**config.mk**
```make
export PLATFORM = sky130hd
export DESIGN_NAME = pipeline_hazard_ctrl
export DESIGN_NICKNAME = d
export VERILOG_FILES = /design/src/rtl/mips_pipe_pkg.sv /design/src/rtl/muldiv_seq.sv /design/src/rtl/pipeline_hazard_ctrl.sv
export SDC_FILE = /design/constraint.sdc
export NUM_CORES = 1
export LEC_CHECK = 0
export ABC_AREA = 1
export CAP_MARGIN = 25
export CORE_ASPECT_RATIO = 1.25
export CORE_UTILIZATION = 29
export DETAILED_ROUTE_END_ITERATION = 6
export HOLD_SLACK_MARGIN = 0.02
export PLACE_DENSITY = 0.56
export SYNTH_ARGS = -nofsm -noshare
export SYNTH_HDL_FRONTEND = slang
export SYNTH_SLANG_ARGS = --single-unit
```
**constraint.sdc**
```tcl
create_clock -name Clk -period 2.5 [get_ports Clk]
set_clock_uncertainty 0.05 [all_clocks]
set_input_delay 0.25 -clock Clk [delete_from_list [all_inputs] [get_ports Clk]]
set_output_delay 0.25 -clock Clk [all_outputs]
set_load 0.02 [all_outputs]
```
**src/rtl/mips_pipe_pkg.sv**
```systemverilog
//------------------------------------------------------------------------------
// mips_pipe_pkg: shared encodings for the MIPS pipeline hazard controller.
// Rev 1.0
//------------------------------------------------------------------------------
`default_nettype none

package mips_pipe_pkg;

    localparam logic [1:0] FWD_RF  = 2'b00;
    localparam logic [1:0] FWD_EX  = 2'b01;
    localparam logic [1:0] FWD_MEM = 2'b10;
    localparam logic [1:0] FWD_WB  = 2'b11;

    localparam logic [4:0] REG_ZERO = 5'd0;

    typedef enum logic {
        MD_IDLE = 1'b0,
        MD_BUSY = 1'b1
    } md_state_t;

    // Youngest producer wins; r0 is hard-wired and never forwarded.
    function automatic logic [1:0] fwd_select(
        input logic [4:0] src,
        input logic       used,
        input logic       ex_en,
        input logic [4:0] ex_dest,
        input logic       mem_en,
        input logic [4:0] mem_dest,
        input logic       wb_en,
        input logic [4:0] wb_dest
    );
        logic [1:0] sel;
        sel = FWD_RF;
        if (used && (src != REG_ZERO)) begin
            if (ex_en && (ex_dest == src))
                sel = FWD_EX;
            else if (mem_en && (mem_dest == src))
                sel = FWD_MEM;
            else if (wb_en && (wb_dest == src))
                sel = FWD_WB;
        end
        return sel;
    endfunction

endpackage

`default_nettype wire

```
**src/rtl/muldiv_seq.sv**
```systemverilog
//------------------------------------------------------------------------------
// muldiv_seq: latency sequencer for the multi-cycle MULT/DIV unit.
// Rev 1.0
//------------------------------------------------------------------------------
`default_nettype none

module muldiv_seq
    import mips_pipe_pkg::*;
#(
    parameter int MULT_LAT = 4,
    parameter int DIV_LAT  = 12
) (
    input  logic clk,
    input  logic rst_n,
    input  logic start,
    input  logic is_div,
    input  logic accept,
    output logic busy,
    output logic hilo_we
);

    localparam int MAX_LAT = (DIV_LAT > MULT_LAT) ? DIV_LAT : MULT_LAT;
    localparam int CW      = $clog2(MAX_LAT) + 1;

    localparam logic [CW-1:0] MULT_LOAD = CW'(MULT_LAT - 1);
    localparam logic [CW-1:0] DIV_LOAD  = CW'(DIV_LAT - 1);

    md_state_t     state;
    logic [CW-1:0] count;
    logic [CW-1:0] load_val;

    assign load_val = is_div ? DIV_LOAD : MULT_LOAD;

    // hilo_we is registered a cycle early so it lines up with count reaching zero.
    always_ff @(posedge clk or negedge rst_n) begin
        if (!rst_n) begin
            state   <= MD_IDLE;
            count   <= '0;
            busy    <= 1'b0;
            hilo_we <= 1'b0;
        end else begin
            case (state)
                MD_IDLE: begin
                    if (start && accept) begin
                        state   <= MD_BUSY;
                        count   <= load_val;
                        busy    <= 1'b1;
                        hilo_we <= (load_val == '0);
                    end
                end
                MD_BUSY: begin
                    if (count == '0) begin
                        state   <= MD_IDLE;
                        busy    <= 1'b0;
                        hilo_we <= 1'b0;
                    end else begin
                        count   <= count - 1'b1;
                        hilo_we <= (count == CW'(1));
                    end
                end
                default: begin
                    state   <= MD_IDLE;
                    busy    <= 1'b0;
                    hilo_we <= 1'b0;
                end
            endcase
        end
    end

endmodule

`default_nettype wire

```
**src/rtl/pipeline_hazard_ctrl.sv**
```systemverilog
//------------------------------------------------------------------------------
// pipeline_hazard_ctrl: forwarding, load-use/HI-LO stalls and MULT/DIV sequencing.
// Rev 1.0
//------------------------------------------------------------------------------
`default_nettype none

module pipeline_hazard_ctrl
    import mips_pipe_pkg::*;
#(
    parameter int MULT_LAT = 4,
    parameter int DIV_LAT  = 12,
    parameter int CNT_W    = 16
) (
    input  logic             Clk,
    input  logic             Reset,
    input  logic [4:0]       ID_RS,
    input  logic [4:0]       ID_RT,
    input  logic             ID_USES_RS,
    input  logic             ID_USES_RT,
    input  logic             ID_MULDIV_START,
    input  logic             ID_MULDIV_IS_DIV,
    input  logic             ID_READS_HILO,
    input  logic [4:0]       EX_DEST,
    input  logic             EX_RF_ENABLE,
    input  logic             EX_LOAD_INSTR,
    input  logic [4:0]       MEM_DEST,
    input  logic             MEM_RF_ENABLE,
    input  logic [4:0]       WB_DEST,
    input  logic             WB_RF_ENABLE,
    output logic             PC_LE,
    output logic             IF_ID_LE,
    output logic             ID_EX_BUBBLE,
    output logic [1:0]       FWD_A_SEL,
    output logic [1:0]       FWD_B_SEL,
    output logic             MULDIV_BUSY,
    output logic             HILO_WE,
    output logic [CNT_W-1:0] STALL_CNT
);

    logic       load_use;
    logic       hilo_stall;
    logic       stall;
    logic       md_accept;
    logic [1:0] fwd_a;
    logic [1:0] fwd_b;

    assign fwd_a = fwd_select(ID_RS, ID_USES_RS, EX_RF_ENABLE, EX_DEST,
                              MEM_RF_ENABLE, MEM_DEST, WB_RF_ENABLE, WB_DEST);
    assign fwd_b = fwd_select(ID_RT, ID_USES_RT, EX_RF_ENABLE, EX_DEST,
                              MEM_RF_ENABLE, MEM_DEST, WB_RF_ENABLE, WB_DEST);

    assign load_use = EX_LOAD_INSTR && EX_RF_ENABLE && (EX_DEST != REG_ZERO) &&
                      ((ID_USES_RS && (ID_RS == EX_DEST)) ||
                       (ID_USES_RT && (ID_RT == EX_DEST)));

    assign hilo_stall = MULDIV_BUSY && (ID_READS_HILO || ID_MULDIV_START);
    assign stall      = load_use || hilo_stall;
    assign md_accept  = ID_MULDIV_START && !stall;

    // Reset forces the pipeline-facing outputs combinationally, not just at the next edge.
    assign PC_LE        = Reset && !stall;
    assign IF_ID_LE     = Reset && !stall;
    assign ID_EX_BUBBLE = !Reset || stall;
    assign FWD_A_SEL    = Reset ? fwd_a : FWD_RF;
    assign FWD_B_SEL    = Reset ? fwd_b : FWD_RF;

    muldiv_seq #(
        .MULT_LAT (MULT_LAT),
        .DIV_LAT  (DIV_LAT)
    ) u_muldiv_seq (
        .clk     (Clk),
        .rst_n   (Reset),
        .start   (ID_MULDIV_START),
        .is_div  (ID_MULDIV_IS_DIV),
        .accept  (md_accept),
        .busy    (MULDIV_BUSY),
        .hilo_we (HILO_WE)
    );

    always_ff @(posedge Clk or negedge Reset) begin
        if (!Reset)
            STALL_CNT <= '0;
        else if (stall && (STALL_CNT != {CNT_W{1'b1}}))
            STALL_CNT <= STALL_CNT + 1'b1;
    end

endmodule

`default_nettype wire
```
==> metrics <==
DR pass1 iterations 4; Total GRT Usage 16.70%; root buf cell clkbuf_8; die height 93.93 µm; Avg Inst Size Synth 7.002 µm²; # clock sinks 24; clock share of power 16.0%; TritonCTS buffer count 3; DRC Markers 0; CP arrival 2.01 ns; first-pass GRT wire length 8.983 mm; end of the worst register-to-register path STALL_CNT[0]; total core area 6565 µm²; sw power 0.9218 mW; vias in the first global route 2005; clock tree buffer depth 2; final setup margin 0.1936 ns; Mapped Cells 280; final WL 5.689 mm; synth warn 0; # diodes 0; Synth Register Bits 24; initial drt markers 56; Hold Violations, Final 0; Placed Cells 436; crit path launch type input port; Setup violations, final 0; Post-DP HPWL 4.574 mm; fmax 433.6 MHz; Non-Filler Instances 440; Starting Density 29.86%; Row Count 33; Final min period 2.306 ns; RSZ-0062 raised after global routing false; maximum vdd ir drop 405.3 µV; Detail Route Antenna Nets 0; Final nets 394; required time of the critical path 2.20 ns; initial antenna violation count 0; largest net degree at the start of global routing 18; Syn Nets 320; Reg-to-Reg Start STALL_CNT[0]; combinational power share 52.1%; max_cap viols 0; part of the Yosys area used for sequential elements 30.63%; grt total ovfl 0; Lkg Pwr 1.344 nW; Post-CTS Hold Buffers 0; Crit. End Element output port; TritonCTS clock tree yes; flop2flop setup slack 0.66 ns; Rel. slew slack 75.93%; H-tree depth reported by CTS 1; Clock transition at path regs 0.08 ns; sw frac 42.53%; mapped cell area 1961 µm²; Die X 75.55 µm; Synth cell types 33; fin. max-slew vios 0; CP max FO 5; Die ar. 7096 µm²; critical path type input port to output port; Worst R2R Path Depth 9; area grow syn2layout 43.84%; sequential share of power 31.9%; PortBufs 60; worst slew pin tran 0.3580 ns; Vias/cell 4.777; RePlAce Congestion 0.8784; share of layout cells above drive strength 1 10.76%; Hold Crit Class input port to asynchronous set/reset pin; Placement Setup Slack -0.1950 ns; Layout Utilization 42.96%; status finished clean; internal power 1.246 mW; IO Pins 61; most frequent cells in the layout 83 x nand2_1, 53 x clkdlybuf4s50_1, 36 x inv_1, 24 x dfrtp_1, 23 x nand3_1; WL/cell 12.93 µm; clk_lat worst skew 0.27 ns; Pwr Density 768.6 nW/µm²; via count 2102; commonest non-fill, non-tap cell in the layout nand2_1; share of the clock period used by the worst path 92.26%
## sequential cells by signal, indices dropped and copies added (netlist names)
register and count:
STALL_CNT 16, u_muldiv_seq.count 5, u_muldiv_seq.busy 1, u_muldiv_seq.hilo_we 1, u_muldiv_seq.state 1
## Yosys cell counts, drive strengths merged
cell / count / area, µm²
a211oi: 1 / 7.510
a21boi: 1 / 7.510
a21oi: 8 / 40.04
a221oi: 2 / 17.52
buf: 3 / 26.27
dfrtp: 24 / 600.6
ha: 4 / 50.05
inv: 39 / 148.9
nand2: 87 / 341.6
nand3: 25 / 135.1
nand4: 9 / 56.30
nor2: 16 / 70.07
nor3: 8 / 45.04
nor4: 4 / 40.04
o2111ai: 2 / 17.52
o211ai: 1 / 7.510
o21ai: 16 / 98.84
o22ai: 3 / 18.77
or2: 2 / 12.51
xnor2: 11 / 96.34
xor2: 14 / 122.6
## layer usage
layer | GRT usage (%) | part of all wire [%] | up-vias
met2 | 29.32 | 49 | 70
li1 | - | - | 1061
met3 | 1.717 | 5.0 | 18
met1 | 19.07 | 41 | 953
met5 | 0 | 0 | -
met4 | 9.568 | 4.8 | 0
## stage by stage
stage / power (mW) / hold WS, ns / instance area, µm² / TNS (ns)
floorplan: 1.398 / -0.09559 / 1961 / 0
global placement: 1.826 / 0.4471 / 2734 / -0.4457
detailed placement: 1.844 / 0.4481 / 2734 / -0.4699
CTS: 2.200 / 0.3588 / 2810 / 0
global route: 2.360 / 0.3485 / 2820 / 0
finish: 2.167 / 0.3348 / 2820 / 0
## cell type report
cell class | count | area [µm²]
clock inverter | 1 | 30.03
tap | 87 | 108.9
clock buffer | 3 | 41.29
fill | 698 | 3745
inverter | 39 | 148.9
timing repair buffer | 72 | 696.9
multi-input combinational | 214 | 1194
sequential | 24 | 600.6
## worst max path at each step
stage	cells past startpoint	endpoint	startpoint
floorplan	11	STALL_CNT[10]	STALL_CNT[0]
global placement	8	FWD_B_SEL[1]	ID_RT[3]
detailed placement	8	FWD_B_SEL[0]	ID_RT[3]
CTS	11	IF_ID_LE	ID_RT[1]
global route	8	FWD_B_SEL[0]	ID_RT[3]
finish	8	FWD_B_SEL[0]	ID_RT[3]
## cell families after synthesis
logic type | Yosys count | share of synthesized area (%)
adders and majority gates | 4 | 2.553
xor gates and xnor gates | 25 | 11.17
and+or+nand+nor | 151 | 35.74
DFF | 24 | 30.63
buffers and inverters | 42 | 8.934
AOI/OAI and AO/OA | 34 | 10.98
## power by group through the flow
stage               sequential [mW]  combinational, mW  clock (mW)
floorplan                     0.784              0.614           0
global placement              0.696               1.13           0
detailed placement            0.699               1.14           0
CTS                           0.694               1.15       0.357
global route                  0.715               1.27       0.373
finish                        0.691               1.13       0.347
## timing repair
item | in CTS | in global routing
setup endpoints to repair | 5 | 4
resized for setup | 5 | 4
buffers inserted | 0 | 0
## worst max-delay path: stages
cell	delay [ns]
clkdlybuf4s50_1	0.48
inv_1	0.10
a21oi_1	0.15
o2111ai_1	0.17
nor4_2	0.30
a21oi_1	0.12
nor2_1	0.10
dlygate4sd2_1	0.34
Note: power is estimated with default switching activity, not from simulation.
